--- src/rtl/spi_slave_cfg_pkg.sv ---
// Shared types and SPI-mode edge helpers for the configurable SPI slave.
package spi_slave_cfg_pkg;

  typedef enum logic [1:0] {
    ST_WAIT_IDLE = 2'd0,
    ST_IDLE      = 2'd1,
    ST_ACTIVE    = 2'd2
  } state_e;

  // Leading edge leaves the CPOL idle level; trailing edge returns to it.
  function automatic logic lead_sel(input logic cpol, input logic rise, input logic fall);
    return cpol ? fall : rise;
  endfunction

  function automatic logic trail_sel(input logic cpol, input logic rise, input logic fall);
    return cpol ? rise : fall;
  endfunction

  function automatic logic sample_sel(input logic cpha, input logic lead, input logic trail);
    return cpha ? trail : lead;
  endfunction

  function automatic logic shift_sel(input logic cpha, input logic lead, input logic trail);
    return cpha ? lead : trail;
  endfunction

endpackage

--- src/rtl/spi_slave_cfg_sync_edge.sv ---
// Multi-flop synchroniser for one asynchronous pin plus a one-flop edge detector.
module spi_slave_cfg_sync_edge #(
  parameter int unsigned STAGES  = 2,
  parameter bit          RST_VAL = 1'b0
) (
  input  logic clk27m,
  input  logic rst_n,
  input  logic din,
  output logic level,
  output logic rise,
  output logic fall
);

  logic [STAGES-1:0] sync_q;
  logic              prev_q;

  // NOTE: sequential state uses non-blocking assignments so every flop samples pre-edge values.
  always_ff @(posedge clk27m) begin
    if (!rst_n) begin
      sync_q <= {STAGES{RST_VAL}};
      prev_q <= RST_VAL;
    end else begin
      sync_q <= {sync_q[STAGES-2:0], din};
      prev_q <= sync_q[STAGES-1];
    end
  end

  assign level = sync_q[STAGES-1];
  assign rise  = level & ~prev_q;
  assign fall  = ~level & prev_q;

endmodule

--- src/rtl/spi_slave_cfg.sv ---
// SPI slave with configurable word width, mode and bit order, a one-entry TX holding buffer
// and valid/ready user handshakes; SPI pins are oversampled in the clk27m domain.
module spi_slave_cfg
  import spi_slave_cfg_pkg::*;
#(
  parameter int unsigned DATA_W      = 8,
  parameter bit          CPOL        = 1'b0,
  parameter bit          CPHA        = 1'b0,
  parameter bit          MSB_FIRST   = 1'b1,
  parameter int unsigned SYNC_STAGES = 2,
  parameter logic [31:0] TX_FILL     = 32'h0000_00FF
) (
  input  logic              clk27m,
  input  logic              rst_n,
  input  logic              sclk,
  input  logic              cs,
  input  logic              mosi,
  output logic              miso,
  output logic              miso_oe,
  input  logic [DATA_W-1:0] tx_data,
  input  logic              tx_valid,
  output logic              tx_ready,
  output logic              tx_underrun,
  output logic [DATA_W-1:0] rx_data,
  output logic              rx_valid,
  output logic              rx_abort,
  output logic              busy
);

  localparam int unsigned       CNT_W = (DATA_W > 2) ? $clog2(DATA_W) : 1;
  localparam logic [CNT_W-1:0]  LAST  = CNT_W'(DATA_W - 1);
  localparam logic [DATA_W-1:0] FILL  = TX_FILL[DATA_W-1:0];

  state_e state_q, state_d;

  logic sclk_rise, sclk_fall;
  logic cs_lvl, cs_rise, cs_fall;
  logic mosi_lvl;

  logic lead, trail, sample_ev, shift_ev;
  logic in_frame, act_sample, act_shift, present, load_word, commit, frame_end;

  logic [DATA_W-1:0] tx_buf, tx_sh, next_word, tx_src, tx_shifted;
  logic [DATA_W-1:0] rx_sh, rx_word;
  logic              tx_full, from_buf, commit_pend, miso_next;
  logic [CNT_W-1:0]  tx_cnt, rx_cnt;

  spi_slave_cfg_sync_edge #(.STAGES(SYNC_STAGES), .RST_VAL(CPOL)) u_sync_sclk (
    .clk27m (clk27m),
    .rst_n  (rst_n),
    .din    (sclk),
    .level  (),
    .rise   (sclk_rise),
    .fall   (sclk_fall)
  );

  // cs resets to "selected" so a frame already running at reset release is never mistaken for idle.
  spi_slave_cfg_sync_edge #(.STAGES(SYNC_STAGES), .RST_VAL(1'b0)) u_sync_cs (
    .clk27m (clk27m),
    .rst_n  (rst_n),
    .din    (cs),
    .level  (cs_lvl),
    .rise   (cs_rise),
    .fall   (cs_fall)
  );

  spi_slave_cfg_sync_edge #(.STAGES(SYNC_STAGES), .RST_VAL(1'b0)) u_sync_mosi (
    .clk27m (clk27m),
    .rst_n  (rst_n),
    .din    (mosi),
    .level  (mosi_lvl),
    .rise   (),
    .fall   ()
  );

  assign lead      = lead_sel(CPOL, sclk_rise, sclk_fall);
  assign trail     = trail_sel(CPOL, sclk_rise, sclk_fall);
  assign sample_ev = sample_sel(CPHA, lead, trail);
  assign shift_ev  = shift_sel(CPHA, lead, trail);

  // cs_rise ends the frame and masks any sclk event seen in the same cycle.
  assign in_frame   = (state_q == ST_ACTIVE) && !cs_rise;
  assign frame_end  = (state_q == ST_ACTIVE) && cs_rise;
  assign act_sample = in_frame && sample_ev;
  assign act_shift  = in_frame && shift_ev;
  assign present    = act_shift || ((state_q == ST_IDLE) && cs_fall && !CPHA);
  assign load_word  = present && (tx_cnt == '0);
  assign commit     = act_sample && (rx_cnt == '0) && commit_pend;

  assign next_word  = tx_full ? tx_buf : FILL;
  assign tx_src     = load_word ? next_word : tx_sh;
  assign miso_next  = MSB_FIRST ? tx_src[DATA_W-1] : tx_src[0];
  assign tx_shifted = MSB_FIRST ? {tx_src[DATA_W-2:0], 1'b0} : {1'b0, tx_src[DATA_W-1:1]};
  assign rx_word    = MSB_FIRST ? {rx_sh[DATA_W-2:0], mosi_lvl} : {mosi_lvl, rx_sh[DATA_W-1:1]};

  always_ff @(posedge clk27m) begin
    if (!rst_n) state_q <= ST_WAIT_IDLE;
    else        state_q <= state_d;
  end

  // NOTE: next-state gets a default before the case so no latch is inferred.
  always_comb begin
    state_d = state_q;
    unique case (state_q)
      ST_WAIT_IDLE: if (cs_lvl)  state_d = ST_IDLE;
      ST_IDLE:      if (cs_fall) state_d = ST_ACTIVE;
      ST_ACTIVE:    if (cs_rise) state_d = ST_IDLE;
      default:                   state_d = ST_WAIT_IDLE;
    endcase
  end

  always_ff @(posedge clk27m) begin
    if (!rst_n) begin
      // NOTE: buffers and shifters are reset too, since a mid-frame reset must discard everything.
      miso        <= 1'b0;
      tx_buf      <= '0;
      tx_full     <= 1'b0;
      tx_sh       <= '0;
      from_buf    <= 1'b0;
      commit_pend <= 1'b0;
      tx_cnt      <= '0;
      rx_sh       <= '0;
      rx_cnt      <= '0;
      rx_data     <= '0;
      rx_valid    <= 1'b0;
      rx_abort    <= 1'b0;
      tx_underrun <= 1'b0;
    end else begin
      rx_valid    <= 1'b0;
      rx_abort    <= 1'b0;
      tx_underrun <= 1'b0;

      if (tx_valid && !tx_full) begin
        tx_buf  <= tx_data;
        tx_full <= 1'b1;
      end

      if (present) begin
        miso   <= miso_next;
        tx_sh  <= tx_shifted;
        tx_cnt <= (tx_cnt == LAST) ? '0 : tx_cnt + 1'b1;
        if (load_word) begin
          from_buf    <= tx_full;
          commit_pend <= 1'b1;
        end
      end

      // The buffer is only released once the master has actually clocked the word's first bit.
      if (commit) begin
        commit_pend <= 1'b0;
        if (from_buf) tx_full     <= 1'b0;
        else          tx_underrun <= 1'b1;
      end

      if (act_sample) begin
        rx_sh <= rx_word;
        if (rx_cnt == LAST) begin
          rx_data  <= rx_word;
          rx_valid <= 1'b1;
          rx_cnt   <= '0;
        end else begin
          rx_cnt <= rx_cnt + 1'b1;
        end
      end

      if (frame_end) begin
        rx_abort    <= (rx_cnt != '0);
        rx_cnt      <= '0;
        tx_cnt      <= '0;
        commit_pend <= 1'b0;
      end
    end
  end

  assign tx_ready = !tx_full;
  assign busy     = (state_q == ST_ACTIVE);
  assign miso_oe  = (state_q == ST_ACTIVE);

endmodule

--- config.mk ---
export PLATFORM = sky130hd
export DESIGN_NAME = spi_slave_cfg
export DESIGN_NICKNAME = d
export VERILOG_FILES = /design/src/rtl/spi_slave_cfg_pkg.sv /design/src/rtl/spi_slave_cfg_sync_edge.sv /design/src/rtl/spi_slave_cfg.sv
export SDC_FILE = /design/constraint.sdc
export NUM_CORES = 1
export LEC_CHECK = 0
export CORE_MARGIN = 2
export CORE_UTILIZATION = 48
export DETAILED_ROUTE_END_ITERATION = 10
export PLACE_DENSITY_LB_ADDON = 0.25
export SYNTH_ARGS = -nofsm -noshare
export SYNTH_HDL_FRONTEND = slang
export SYNTH_SLANG_ARGS = --single-unit
--- constraint.sdc ---
create_clock -name clk27m -period 1.5 [get_ports clk27m]
set_clock_uncertainty 0.1 [all_clocks]
set_input_delay 0.45 -clock clk27m [delete_from_list [all_inputs] [get_ports clk27m]]
set_output_delay 0.45 -clock clk27m [all_outputs]
set_load 0.1 [all_outputs]
# ---- Word-level counts from Yosys, hierarchy flattened
# Index checks and enable logic that the tools add are counted.
dict set report op_classes {
  muxes 13
  n_reduce_logical 24
  n_addsub 2
  n_eq_ne 7
  bitwise 9
}
# cell count
set op_table {}
lappend op_table {{two-way mux 8 bit} 2}
lappend op_table {{AND reduction 2 bit} 5}
lappend op_table {{logical AND 1 bit} 9}
lappend op_table {{adder 3 x 1 -> 3 bit (second input constant)} 2}
lappend op_table {{== test 3 bit (second input constant)} 2}
lappend op_table {{logical NOT 3 bit} 2}
lappend op_table {{two-way mux 2 bit} 3}
lappend op_table {{two-way mux 3 bit} 2}
lappend op_table {{case mux 2 bit (3 select lines)} 1}
lappend op_table {{two-way mux 1 bit} 5}
lappend op_table {{NOT 1 bit} 5}
lappend op_table {{AND 1 bit} 4}
lappend op_table {{!= test 2 x 1 -> 1 bit (second input constant)} 2}
lappend op_table {{AND reduction 3 bit} 1}
lappend op_table {{nonzero test 3 bit} 1}
lappend op_table {{OR reduction 3 bit} 1}
lappend op_table {{== test 2 x 1 -> 1 bit (second input constant)} 1}
lappend op_table {{== test 2 bit (second input constant)} 1}
lappend op_table {{logical NOT 1 bit} 2}
lappend op_table {{logical NOT 2 bit} 1}
lappend op_table {{!= test 2 bit (second input constant)} 1}
lappend op_table {{OR reduction 2 bit} 1}
lappend op_table {{logical OR 1 bit} 1}
dict set report word_totals {
  regBits 53
  inputBits 14
  wordCells 74
  output_inout_bits 15
}

# ---- Logic depth before layout (Yosys ltp)
dict set report logic_depth {
  depth_word 8
  mapped_depth 7
  depth_no_buf 6
}

# ---- Cells and area by module
# Synthesis repeated with hierarchy kept, for this count alone.
dict set report unflattened {
  hier_cells 245
  area_unflattened_um2 2339.7
}
# module n_inst seq_area_each_um2 area_per_inst_um2 cells_each
set modules_own_cells {}
lappend modules_own_cells {spi_slave_cfg 1 900.9 2065.7 221}
lappend modules_own_cells {spi_slave_cfg_sync_edge 3 60.1 91.3 8}

# ---- Least setup slack after synthesis
# No wires, ideal clock.
dict set report synth_path {
  path_type {register -> output}
  startpoint {register state_q[1]}
  endpoint {output miso_oe}
  slack_ns -0.161
  stages_incl_launch_ff 4
  t_arrival_ns 1.111
  path_cell_list {dfxtp_1 nor2b_2 buf_4 buf_4}
}
dict set report synth_between {
  elab_chain_cells 1
}
# item line_no
set synth_lines {}
lappend synth_lines {{from (decl)} spi_slave_cfg.sv:34} ;# state_e state_q, state_d;
lappend synth_lines {{from (signal assigned)} spi_slave_cfg.sv:98} ;# else state_q <= state_d;
lappend synth_lines {{== test 2 bit} -}
lappend synth_lines {{to (decl)} spi_slave_cfg.sv:19} ;# output logic miso_oe,
# No other way between the ends.

# ---- Worst setup path after layout
dict set report layout_path {
  startpoint {register state_q[1]}
  endpoint {output busy}
}
dict set report layout_between {
  elab_chain_cells 1
}
# item line_no
set layout_lines {}
lappend layout_lines {{== test 2 bit} spi_slave_cfg.sv:176} ;# assign busy = (state_q == ST_ACTIVE);
lappend layout_lines {{to (decl)} spi_slave_cfg.sv:27} ;# output logic busy
# No other way between the ends.

==> results_dict.tcl <==
set metrics [dict create \
    outcome "finished with violations" \
    violations "setup timing" \
    grt_max_degree 44 \
    yosysSeqAreaShare_pct 50.2 \
    n_antenna_cell 0 \
    ant_nets 0 \
    cts_tree "built" \
    dp_hpwl_um 2580 \
    vias 1649 \
    p_seq_share_pct 54.7 \
    worst_pin_slew_ns 0.260 \
    max-slew-margin-rel_pct 82.7 \
    cts.path.max_buffers 2 \
    grt_overflow 0 \
    cap_violations 0 \
    syn2layout_area_growth_pct 37.4 \
    ctsHtreeMaxLevel 2 \
    switching_share_pct 21.7 \
    synth_compound_area_share_pct 11.6 \
    gp_congestion 0.689 \
    power.switching_mw 0.576 \
    syn-cell-area_um2 2110 \
    grt_first_pass_wirelength_um 7170 \
    rsz0062_at_grt "true" \
    synth_mux_area_share_pct 8.53 \
    path_class "register to primary output" \
    crit_arrival_ns 1.07 \
    required_ns 0.95 \
    fmax_mhz 618 \
    crit_fanout 3 \
    die_area_um2 4950 \
    finalCriticalPeriod_ns 1.62 \
    syn_avg_cell_area_um2 9.56 \
    drc_errors 0 \
    die_h_um 70.3 \
    fillers 329 \
    viasPerCell 5.29 \
    clock_latency_ns 0.30 \
    grtUsageTotal_pct 18.3 \
    worst_slack_ns -0.118 \
    cp-end-kind "primary output" \
    slew_violations 0 \
    antenna_found_initial 0 \
    synth_top_area_share_pct 50.2 \
    p_per_area_nw_per_um2 915 \
    synth_top_family_by_area "simple AND/OR/NAND/NOR gates" \
    clock-sinks 53 \
    grt_pass1_vias 1609 \
    final_util_pct 67.6 \
    setup_violations 2 \
    synth-simple-area-share_pct 20.3 \
    placedCellCount 295 \
    wl_per_cell_um 13.6 \
    first_iter_violations 91 \
    cp-start-kind "register" \
    layout-drive-gt1-share_pct 23.1 \
    p_leak_nw 1.16 \
    synth-adder-area-share_pct 3.55 \
    initial_utilization_pct 49.2 \
    fin_crit_sh_pct 108 \
    path_clk_slew_ns 0.09 \
    cell_internal_pwr_mw 2.08 \
    p_clk_share_pct 37.5 \
    yosysTopAreaCell "dfxtp_1" \
    die_w_um 70.3 \
    synth-seq-cells 53 \
    cts-root-buf "clkbuf_8" \
    synth_cells 221 \
    yosys_warnings 0 \
    combPwrFrac_pct 7.8 \
    cts_hold_buf 0 \
    core_um2 4290 \
    reg2reg_slack_ns 0.01 \
    rows 24 \
    wl_um 4230 \
    drt_first_pass_iters 4 \
    io-pin-count 29 \
    synth_fp_nets 241 \
    hp-class "register to register" \
    max-vdd-ir-drop_v 0.000804 \
    synth_xor_area_share_pct 0 \
    fin_nets 279 \
    yosys-top-cells-area "dfxtp_1 (50%), mux2i_1 (8.5%), nor2_1 (4.3%)" \
    hold_violations 0 \
    synth_cell_types 34 \
    cts_made_buffers 5 \
    stdcell_count 312 \
    io_buffers 28 \
]
==> cell type report <==
class / count / area (µm²) / area share (%)
tap: 52 / 65.1 / 2.24
inverter: 8 / 33.8 / 1.16
clock inverter: 2 / 37.5 / 1.29
multi-input combinational: 145 / 1000 / 34.5
timing repair buffer: 46 / 611 / 21.0
clock buffer: 6 / 82.6 / 2.84
sequential: 53 / 1070 / 36.9
==> synthesized netlist by cell type (all sizes together) <==
cell     number
dfxtp        53
nor2         24
nand2        20
mux2i        18
o21ai        17
clkbuf       11
nand3         9
a21oi         8
inv           8
nand3b        8
o2111ai       8
and2          7
buf           6
ha            6
nor2b         5
a41o          2
a31o          1
and4bb        1
nand2b        1
nand4         1
nor3          1
nor4          1
nor4bb        1
o22a          1
or2           1
or3           1
or3b          1
==> through the flow <==
stage	TNS (ns)	area (µm²)	worst slack (ns)	hold WS, ns	power [mW]
detailed placement	-5.75	2650	-0.258	0.324	1.67
CTS	-0.283	2840	-0.124	0.345	2.67
floorplan	0	2150	0.00793	0.312	1.60
global route	-0.384	2900	-0.158	0.367	2.76
global placement	-4.78	2650	-0.207	0.314	1.67
finish	-0.236	2900	-0.118	0.341	2.66
==> layer usage <==
metal	part of all wire (%)	GRT usage, %
met3	3.3	4.33
met2	50	31.6
met5	0	0
met4	1.6	7.26
met1	45	21.8
==> sequential cells by signal (all words and copies together) (netlist names), 2 cells and up <==
signal and count:
state_q 2, rx_sh 7, tx_sh 7, u_sync_sclk.sync_q 2, u_sync_cs.sync_q 2, rx_data 8
u_sync_mosi.sync_q 2, rx_cnt 3, tx_cnt 3, tx_buf 8
==> cells by family (layout without fill, tap and decap cells) <==
group / after synthesis / count (layout)
compound gates: 37 / 39
fa+ha+maj: 6 / 6
buf+inv: 25 / 62
flops: 53 / 53
mux: 18 / 18
simple gates: 82 / 82
==> final timing paths <==
check / start / to / cells after the start
min reg2reg: u_sync_cs.sync_q[0] / u_sync_cs.sync_q[1] / 1
max reg2reg: state_q[0] / tx_cnt[1] / 5
max: state_q[1] / busy / 3
min: u_sync_cs.sync_q[0] / u_sync_cs.sync_q[1] / 1
==> layout by cell type (no fill, tap or decap), drive strengths merged <==
cell,instances
dfxtp,53
buf,33
nor2,24
nand2,20
mux2i,18
o21ai,17
clkdlybuf4s50,13
nand3,9
nand3b,8
o2111ai,8
a21oi,8
inv,7
and2,7
clkbuf,6
ha,6
nor2b,5
a41o,4
clkinvlp,2
nand2b,1
and4bb,1
nor4,1
nand4,1
nor4bb,1
a31o,1
nor3,1
o22a,1
or2,1
or3b,1
or3,1
bufinv,1
==> worst max-delay path: stages, from the launching register on <==
cell and delay [ns]:
dfxtp_2 0.33, nor2b_4 0.14, buf_6 0.13, buf_12 0.17
==> power groups by stage <==
stage                     Clock (mW)  Combinational [mW]  Sequential, mW
final                          0.996               0.208            1.45
after global placement             0               0.179            1.49
after global routing            1.08               0.226            1.46
after detailed placement           0               0.182            1.49
after CTS                       1.02               0.200            1.45
after floorplan                    0               0.117            1.48
==> timing repair <==
item	CTS	global route
pin swaps	0	2
gates cloned	2	0
setup buffers	6	2
resized for setup	6	14
endpoints found under the setup margin	4	19
Note: power is estimated with default switching activity, not from simulation.
